## config.mk

```make
export PLATFORM = sky130hd
export DESIGN_NAME = ascon_p_multimode
export DESIGN_NICKNAME = d
export VERILOG_FILES = /design/src/rtl/ascon_p_multimode.sv
export SDC_FILE = /design/constraint.sdc
export NUM_CORES = 2
export LEC_CHECK = 0
export CAP_MARGIN = 0
export CELL_PAD_IN_SITES_DETAIL_PLACEMENT = 0
export CELL_PAD_IN_SITES_GLOBAL_PLACEMENT = 1
export CORE_ASPECT_RATIO = 0.8
export CORE_MARGIN = 2
export CORE_UTILIZATION = 35
export DETAILED_ROUTE_END_ITERATION = 10
export GPL_TIMING_DRIVEN = 0
export PLACE_DENSITY = 0.7
export SLEW_MARGIN = 20
export SYNTH_ARGS = -nofsm -noshare
export SYNTH_HDL_FRONTEND = slang
export SYNTH_SLANG_ARGS = --single-unit
```

## constraint.sdc

```tcl
create_clock -name clk -period 2.52 [get_ports clk]
set_input_delay 0.252 -clock clk [delete_from_list [all_inputs] [get_ports clk]]
set_output_delay 0.252 -clock clk [all_outputs]
set_load 0.03 [all_outputs]
```

## src/rtl/ascon_p_multimode.sv

```systemverilog
// Ascon permutation core: 320-bit state loaded and read one 64-bit word per cycle,
// running p^12, p^8 or p^6 with UNROLL rounds evaluated per clock.
module ascon_p_multimode #(
    parameter int BW     = 64,
    parameter int UNROLL = 1
) (
    input  logic          clk,
    input  logic          rstn,
    input  logic          load_en,
    input  logic [2:0]    slice_idx,
    input  logic [BW-1:0] slice_in,
    input  logic          start,
    input  logic [1:0]    nr_sel,
    output logic          busy,
    output logic          done,
    output logic [BW-1:0] slice_out,
    output logic [3:0]    round_idx
);

    typedef enum logic {IDLE = 1'b0, RUN = 1'b1} fsm_e;
    typedef logic [4:0][63:0] state_t;

    localparam logic [4:0] UNROLL_W = 5'(UNROLL);

    if (BW != 64) begin : g_bad_bw
        $error("ascon_p_multimode: BW must be 64");
    end
    if (UNROLL != 1 && UNROLL != 2 && UNROLL != 3 && UNROLL != 4 && UNROLL != 6 && UNROLL != 12) begin : g_bad_unroll
        $error("ascon_p_multimode: UNROLL must be one of 1, 2, 3, 4, 6, 12");
    end

    function automatic logic [63:0] rotr(input logic [63:0] x, input int unsigned n);
        rotr = (x >> n) | (x << (64 - n));
    endfunction

    // One Ascon round; indices past the last round leave the state untouched.
    function automatic state_t ascon_round(input state_t s, input logic [4:0] idx);
        logic [63:0] x0, x1, x2, x3, x4;
        logic [63:0] t0, t1, t2, t3, t4;
        logic [3:0]  i;
        state_t      r;
        i  = idx[3:0];
        x0 = s[0];
        x1 = s[1];
        x2 = s[2] ^ {56'h0, 4'hF - i, i};
        x3 = s[3];
        x4 = s[4];
        x0 = x0 ^ x4;
        x4 = x4 ^ x3;
        x2 = x2 ^ x1;
        t0 = ~x0 & x1;
        t1 = ~x1 & x2;
        t2 = ~x2 & x3;
        t3 = ~x3 & x4;
        t4 = ~x4 & x0;
        x0 = x0 ^ t1;
        x1 = x1 ^ t2;
        x2 = x2 ^ t3;
        x3 = x3 ^ t4;
        x4 = x4 ^ t0;
        x1 = x1 ^ x0;
        x0 = x0 ^ x4;
        x3 = x3 ^ x2;
        x2 = ~x2;
        r[0] = x0 ^ rotr(x0, 19) ^ rotr(x0, 28);
        r[1] = x1 ^ rotr(x1, 61) ^ rotr(x1, 39);
        r[2] = x2 ^ rotr(x2, 1)  ^ rotr(x2, 6);
        r[3] = x3 ^ rotr(x3, 10) ^ rotr(x3, 17);
        r[4] = x4 ^ rotr(x4, 7)  ^ rotr(x4, 41);
        if (idx >= 5'd12) begin
            ascon_round = s;
        end else begin
            ascon_round = r;
        end
    endfunction

    fsm_e          fsm_q, fsm_d;
    state_t        st_q, st_d;
    logic          busy_q, busy_d;
    logic          done_q, done_d;
    logic [BW-1:0] slice_out_q, slice_out_d;
    logic [3:0]    round_idx_q, round_idx_d;
    logic [3:0]    first_idx_s;
    state_t        chain_s [UNROLL+1];

    // Unrolled round chain: stage k evaluates round index round_idx_q + k.
    always_comb begin
        chain_s[0] = st_q;
        for (int k = 0; k < UNROLL; k++) begin
            chain_s[k+1] = ascon_round(chain_s[k], {1'b0, round_idx_q} + 5'(k));
        end
    end

    // First round-constant index for the requested round count.
    always_comb begin
        case (nr_sel)
            2'b01:   first_idx_s = 4'd4;
            2'b10:   first_idx_s = 4'd6;
            default: first_idx_s = 4'd0;
        endcase
    end

    // Next-state logic for the FSM, state words and registered outputs.
    always_comb begin
        fsm_d       = fsm_q;
        st_d        = st_q;
        busy_d      = busy_q;
        done_d      = 1'b0;
        round_idx_d = round_idx_q;
        slice_out_d = (slice_idx < 3'd5) ? st_q[slice_idx] : 64'h0;
        case (fsm_q)
            IDLE: begin
                busy_d      = 1'b0;
                round_idx_d = 4'd12;
                if (load_en) begin
                    if (slice_idx < 3'd5) begin
                        st_d[slice_idx] = slice_in;
                    end else begin
                        st_d = st_q;
                    end
                end else if (start) begin
                    round_idx_d = first_idx_s;
                    busy_d      = 1'b1;
                    fsm_d       = RUN;
                end else begin
                    fsm_d = IDLE;
                end
            end
            RUN: begin
                st_d = chain_s[UNROLL];
                if (({1'b0, round_idx_q} + UNROLL_W) >= 5'd12) begin
                    fsm_d       = IDLE;
                    busy_d      = 1'b0;
                    done_d      = 1'b1;
                    round_idx_d = 4'd12;
                end else begin
                    round_idx_d = round_idx_q + UNROLL_W[3:0];
                end
            end
            default: begin
                fsm_d       = IDLE;
                busy_d      = 1'b0;
                round_idx_d = 4'd12;
            end
        endcase
    end

    // State and output registers.
    always_ff @(posedge clk or negedge rstn) begin
        if (!rstn) begin
            fsm_q       <= IDLE;
            st_q        <= '0;
            busy_q      <= 1'b0;
            done_q      <= 1'b0;
            round_idx_q <= 4'd12;
            slice_out_q <= '0;
        end else begin
            fsm_q       <= fsm_d;
            st_q        <= st_d;
            busy_q      <= busy_d;
            done_q      <= done_d;
            round_idx_q <= round_idx_d;
            slice_out_q <= slice_out_d;
        end
    end

    assign busy      = busy_q;
    assign done      = done_q;
    assign slice_out = slice_out_q;
    assign round_idx = round_idx_q;

endmodule

```

; ---- Word-level counts from Yosys, hierarchy flattened
; Index checks and enable logic that the tools add are counted.
[totals]
ff_bits = 391
latch_bits = 0
ramBits = 0
rom_bits = 0
in_bits = 73
mem_count = 0
[classes]
addsub = 3
mul = 0
n_div = 0
order_cmp = 5
n_eq_ne = 6
n_shift = 0
muxes = 23
n_bitwise = 44
n_reduce_logical = 2
[ops]
columns = op, n
row1 = $xor 64x64->64, 21
row2 = $mux 320, 3
row3 = $pmux 320 s2, 1
row4 = $not 64->64, 6
row5 = $and 64x64->64, 5
row6 = $bwmux 320, 1
row7 = $bmux 64 s3, 1
row8 = $demux 64 s3, 1
row9 = $mux 64, 3
row10 = $or 23x64->64, 1
row11 = $or 25x64->64, 1
row12 = $or 3x64->64, 1
row13 = $or 36x64->64, 1
row14 = $or 45x64->64, 1
row15 = $or 47x64->64, 1
row16 = $or 54x64->64, 1
row17 = $or 57x64->64, 1
row18 = $or 58x64->64, 1
row19 = $or 63x64->64, 1
row20 = $xor 64x8->64, 1
row21 = $mux 4, 3
row22 = $pmux 4 s2, 1
row23 = $mux 1, 6
row24 = $ne 2x2->1 const B, 3
row25 = other kinds (16), 17

; ---- Depth between registers and ports, before layout
[depth]
ltp_word = 12
mapped_depth = 10

; ---- Worst setup path after synthesis
; No wires, ideal clock.
[synth_path]
path_kind = register to register
startpoint = register round_idx_q[2] (netlist: round_idx[2])
endpoint = register st_q (netlist bit chain_s[514])
setup_ns = 0.126
arrival_time_ns = 2.354
required_ns = 2.394
slack_ns = 0.040
path_stages_with_launch = 8
path_cell_list = dfstp_2 buf_4 xor2_1 ha_1 xnor2_1 xnor2_1 xnor3_1 a221o_1
[synth_between]
elab_chain_len = 8
[synth_lines]
columns = item, line_no
row1 = from (decl), 82  ; logic [3:0] round_idx_q, round_idx_d;
row2 = from (signal assigned), 162  ; round_idx_q <= round_idx_d;
row3 = $xor 64x8->64, 45  ; x2 = s[2] ^ {56'h0, 4'hF - i, i};
row4 = $xor 64x64->64, 50  ; x2 = x2 ^ x1;
row5 = $xor 64x64->64, 58  ; x2 = x2 ^ t3;
row6 = $xor 64x64->64, 63  ; x3 = x3 ^ x2;
row7 = $xor 64x64->64 (2 in series), 68  ; r[3] = x3 ^ rotr(x3, 10) ^ rotr(x3, 17);
row8 = $mux 320, 70  ; if (idx >= 5'd12) begin
row9 = $pmux 320 s2, 111  ; case (fsm_q)
row10 = to (signal assigned), 159  ; st_q <= st_d;
row11 = to (decl), 78  ; state_t st_q, st_d;
; Several ways; a longest one is shown, not always the timed one. The select of a mux whose other input is x is not followed.
; A chain may end at the register's enable or synchronous reset.

; ---- Worst setup path in the final report
[layout_path]
startpoint = input port slice_idx[2]
endpoint = register slice_out_q[3] (netlist: slice_out[3])
[layout_between]
elab_chain_len = 3
[layout_lines]
columns = item, line_no
row1 = from (decl), 10  ; input logic [2:0] slice_idx,
row2 = $bmux 64 s3, 110  ; slice_out_d = (slice_idx < 3'd5) ? st_q[slice_idx] : 64'h0;
row3 = $mux 64 (implied by the code), 110
row4 = $mux 64 (*), 110
row5 = named net slice_out_d[3], 81  ; logic [BW-1:0] slice_out_q, slice_out_d;
row6 = to (signal assigned), 163  ; slice_out_q <= slice_out_d;
row7 = to (decl), 81
; The timed path passes the listed nets; every way through them passes the cells marked *. The select of a mux whose other input is x is not followed.

==> out/metrics.yaml <==
outcome:
  status: "complete, but fails checks"
  violations: "setup timing"
layout:
  final_common_cell: "dfrtp_1"
  fin_nets: 3696
  final_cell_mix: "dfrtp_1, nand2_1, xnor3_1"
  drive_gt1_share_pct: 20.8
  synthToLayoutAreaGrowth_pct: 26.0
yosys:
  synth_edf_count: 0
  syn_area_sq_um: 34300
  synth_fa_ha_area_share_pct: 6.58
  yosys_warnings: 0
  yosysTopAreaCell: "dfrtp_1"
  postSynthAreaPerCell_sq_um: 10.7
  synth_top_family_by_area: "XOR/XNOR gates"
  synth_nets: 3421
  synthesis.instances: 3217
  ys_ff_latch: 391
  yosys.area.top_type_share_pct: 28.3
  yosysSeqAreaShare_pct: 28.5
  synth_xor_xnor_area_share_pct: 36.8
  synthSimpleGateAreaFrac_pct: 6.90
  synth.distinct_cells: 60
  synth_compound_area_share_pct: 15.1
  async_flop_share_pct: 100
  synth_top_flop_cell: "dfrtp_1"
  synthMuxAreaShare_pct: 2.01
  synth_area_leaders: "dfrtp_1, xnor3_1, xnor2_1"
setup_path:
  slowest_delay_ns: 0.73
  crit_path_end: "slice_out[3]"
  crit_chain: "clkdlybuf4s50_1, nand2b_1, clkbuf_2, clkbuf_1, o21ai_0, a221o_1"
  critical_path_depth: 6
  crit_buf_inv: 3
  rrSetupSlack_ns: -0.11
  crit_slowest_cell: "clkbuf_1"
  crit_family: "buffers and inverters"
  rr_worst_depth: 6
  cp.arrival_ns: 3.14
  end_kind: "register"
  criticalPathCategory: "in -> reg"
  r2r_start: "fsm_q"
  reg2reg_to: "chain_s[385]"
  startpoint: "slice_idx[2]"
  cp_max_fo: 11
  worstSetupStartpointType: "input pin"
  crit_required_ns: 3.02
timing:
  max_freq_ghz: 0.378
  min_period_ns: 2.65
  rsz0062_at_grt: "true"
  setup-violations-final: 39
  slew_viol_final: 0
  finClkSkew_ns: 0.0275
  relSlewSlack_pct: 15.0
  tightest_slew_ns: 1.28
  finalHoldViolations: 0
  period_share_pct: 105
  finalWorstSetupSlack_ns: -0.125
  tns_ns: -1.33
routing:
  antenna_left: 0
  num_vias: 29900
  dr.pass1.iters: 8
  wl_um: 197000
  via_per_inst: 6.18
  drt_iter0_drc: 4351
  post_drt_wl_per_cell_um: 40.7
  drc: 0
floorplan:
  pin_count: 143
  design.core.area_sq_um: 97000
  start_util_pct: 35.4
  rows: 102
  die_width_um: 354
  dieArea_sq_um: 101000
  fp.dieH_um: 284
global_route:
  grt_usage_pct: 38.2
  grt_max_degree: 86
  antenna_found_initial: 24
  globalRouteOverflowTotal: 0
  grt_pass1_vias: 27500
  grt_pass1_wl_um: 257000
cts:
  clock_path_buffers: 3
  numCtsBuffers: 51
  cts_sinks: 391
  cts.clk_slew.worst_paths_ns: 0.06
  htreeDepth: 2
  clk_latency_ns: 0.66
  cts_tree: "yes"
  cts_root_buffer: "clkbuf_16"
place:
  place_hpwl_um: 152000
  portBuffers: 141
  gp_congestion: 1.08
hold_path:
  hold_path_class: "in -> async"
flow_run:
  max_cap_viol_count: 0
## state kept, by name (all words and copies together) (netlist names)
name / cells
round_idx: 4
done: 1
fsm_q: 1
chain_s: 320
slice_out: 64
busy: 1
## per-stage QoR
| step | instance area, sq um | hold WS [ns] | utilization (%) | instances | setup WS [ns] |
|---|---|---|---|---|---|
| floorplan | 34300 | -0.0436 | - | 3217 | 0.0402 |
| global placement | 37400 | 0.468 | 38.5 | 4658 | -18.90 |
| detailed placement | 38000 | 0.169 | 39.2 | 4672 | -1.02 |
| CTS | 41700 | 0.111 | 43.0 | 4788 | -0.0369 |
| global route | 43300 | 0.152 | 44.6 | 4834 | -0.0274 |
| finish | 43300 | 0.0974 | 44.6 | 4843 | -0.125 |
## logic make-up (layout without fill, tap and decap cells)
family	after synthesis	after routing
DFF	391	391
muxes	69	69
adders and majority gates	188	188
buffers and inverters	351	666
other	0	11
AOI/OAI and AO/OA	737	737
and+or+nand+nor	573	573
xor gates and xnor gates	908	908
## final cells by class
| type | instances | area (sq um) |
|---|---|---|
| Buffer | 157 | 931 |
| Sequential cell | 391 | 9790 |
| Clock inverter | 10 | 52.6 |
| Fill cell | 9214 | 53700 |
| Clock buffer | 83 | 1550 |
| Multi-Input combinational cell | 2475 | 26200 |
| Tap cell | 1300 | 1630 |
| Inverter | 192 | 721 |
| Antenna cell | 11 | 27.5 |
| Timing Repair Buffer | 224 | 2390 |
## synthesized netlist by cell type (35+ instances only)
cell and n:
nand2_1 325, a221o_1 68, buf_2 45, a21o_1 42
ha_1 131, xor2_1 129, dfrtp_1 389, xnor3_1 250
a21oi_1 150, o21ai_0 152, inv_1 173, o22ai_1 64
mux2i_1 69, o221ai_1 66, clkbuf_1 97, o2bb2ai_1 35
nor2_1 178, a211oi_1 40, maj3_2 40, xnor2_2 142
xnor2_1 372
## metal layers
| layer | share of wire (%) | vias up | global-route usage, % |
|---|---|---|---|
| met5 | 0.081 | - | 0 |
| met4 | 6.1 | 8 | 19.4 |
| met3 | 14 | 479 | 15.5 |
| met2 | 39 | 2279 | 51.1 |
| met1 | 40 | 15300 | 52.5 |
| li1 | - | 11900 | - |
## timing repair
item	4_1_cts	5_1_grt
gates resized for setup	275	173
endpoints found under the setup margin	331	246
cloned	0	1
pin swaps	22	47
endpoints found under the hold margin	180	0
setup buffers	22	45
hold buffers	1	0
## how the worst min path moves through the flow
stage | startpoint | endpoint | slack, ns
final | rstn | slice_out[60] | 0.1
after global routing | rstn | slice_out[60] | 0.15
after CTS | rstn | slice_out[60] | 0.11
after detailed placement | rstn | chain_s[497] | 0.17
after global placement | busy | busy | 0.47
after floorplan | rstn | busy | -0.04
Power is left out: the tool's default activity adds up to more than one toggle a clock period on the data nets, which glitch-free logic cannot reach.
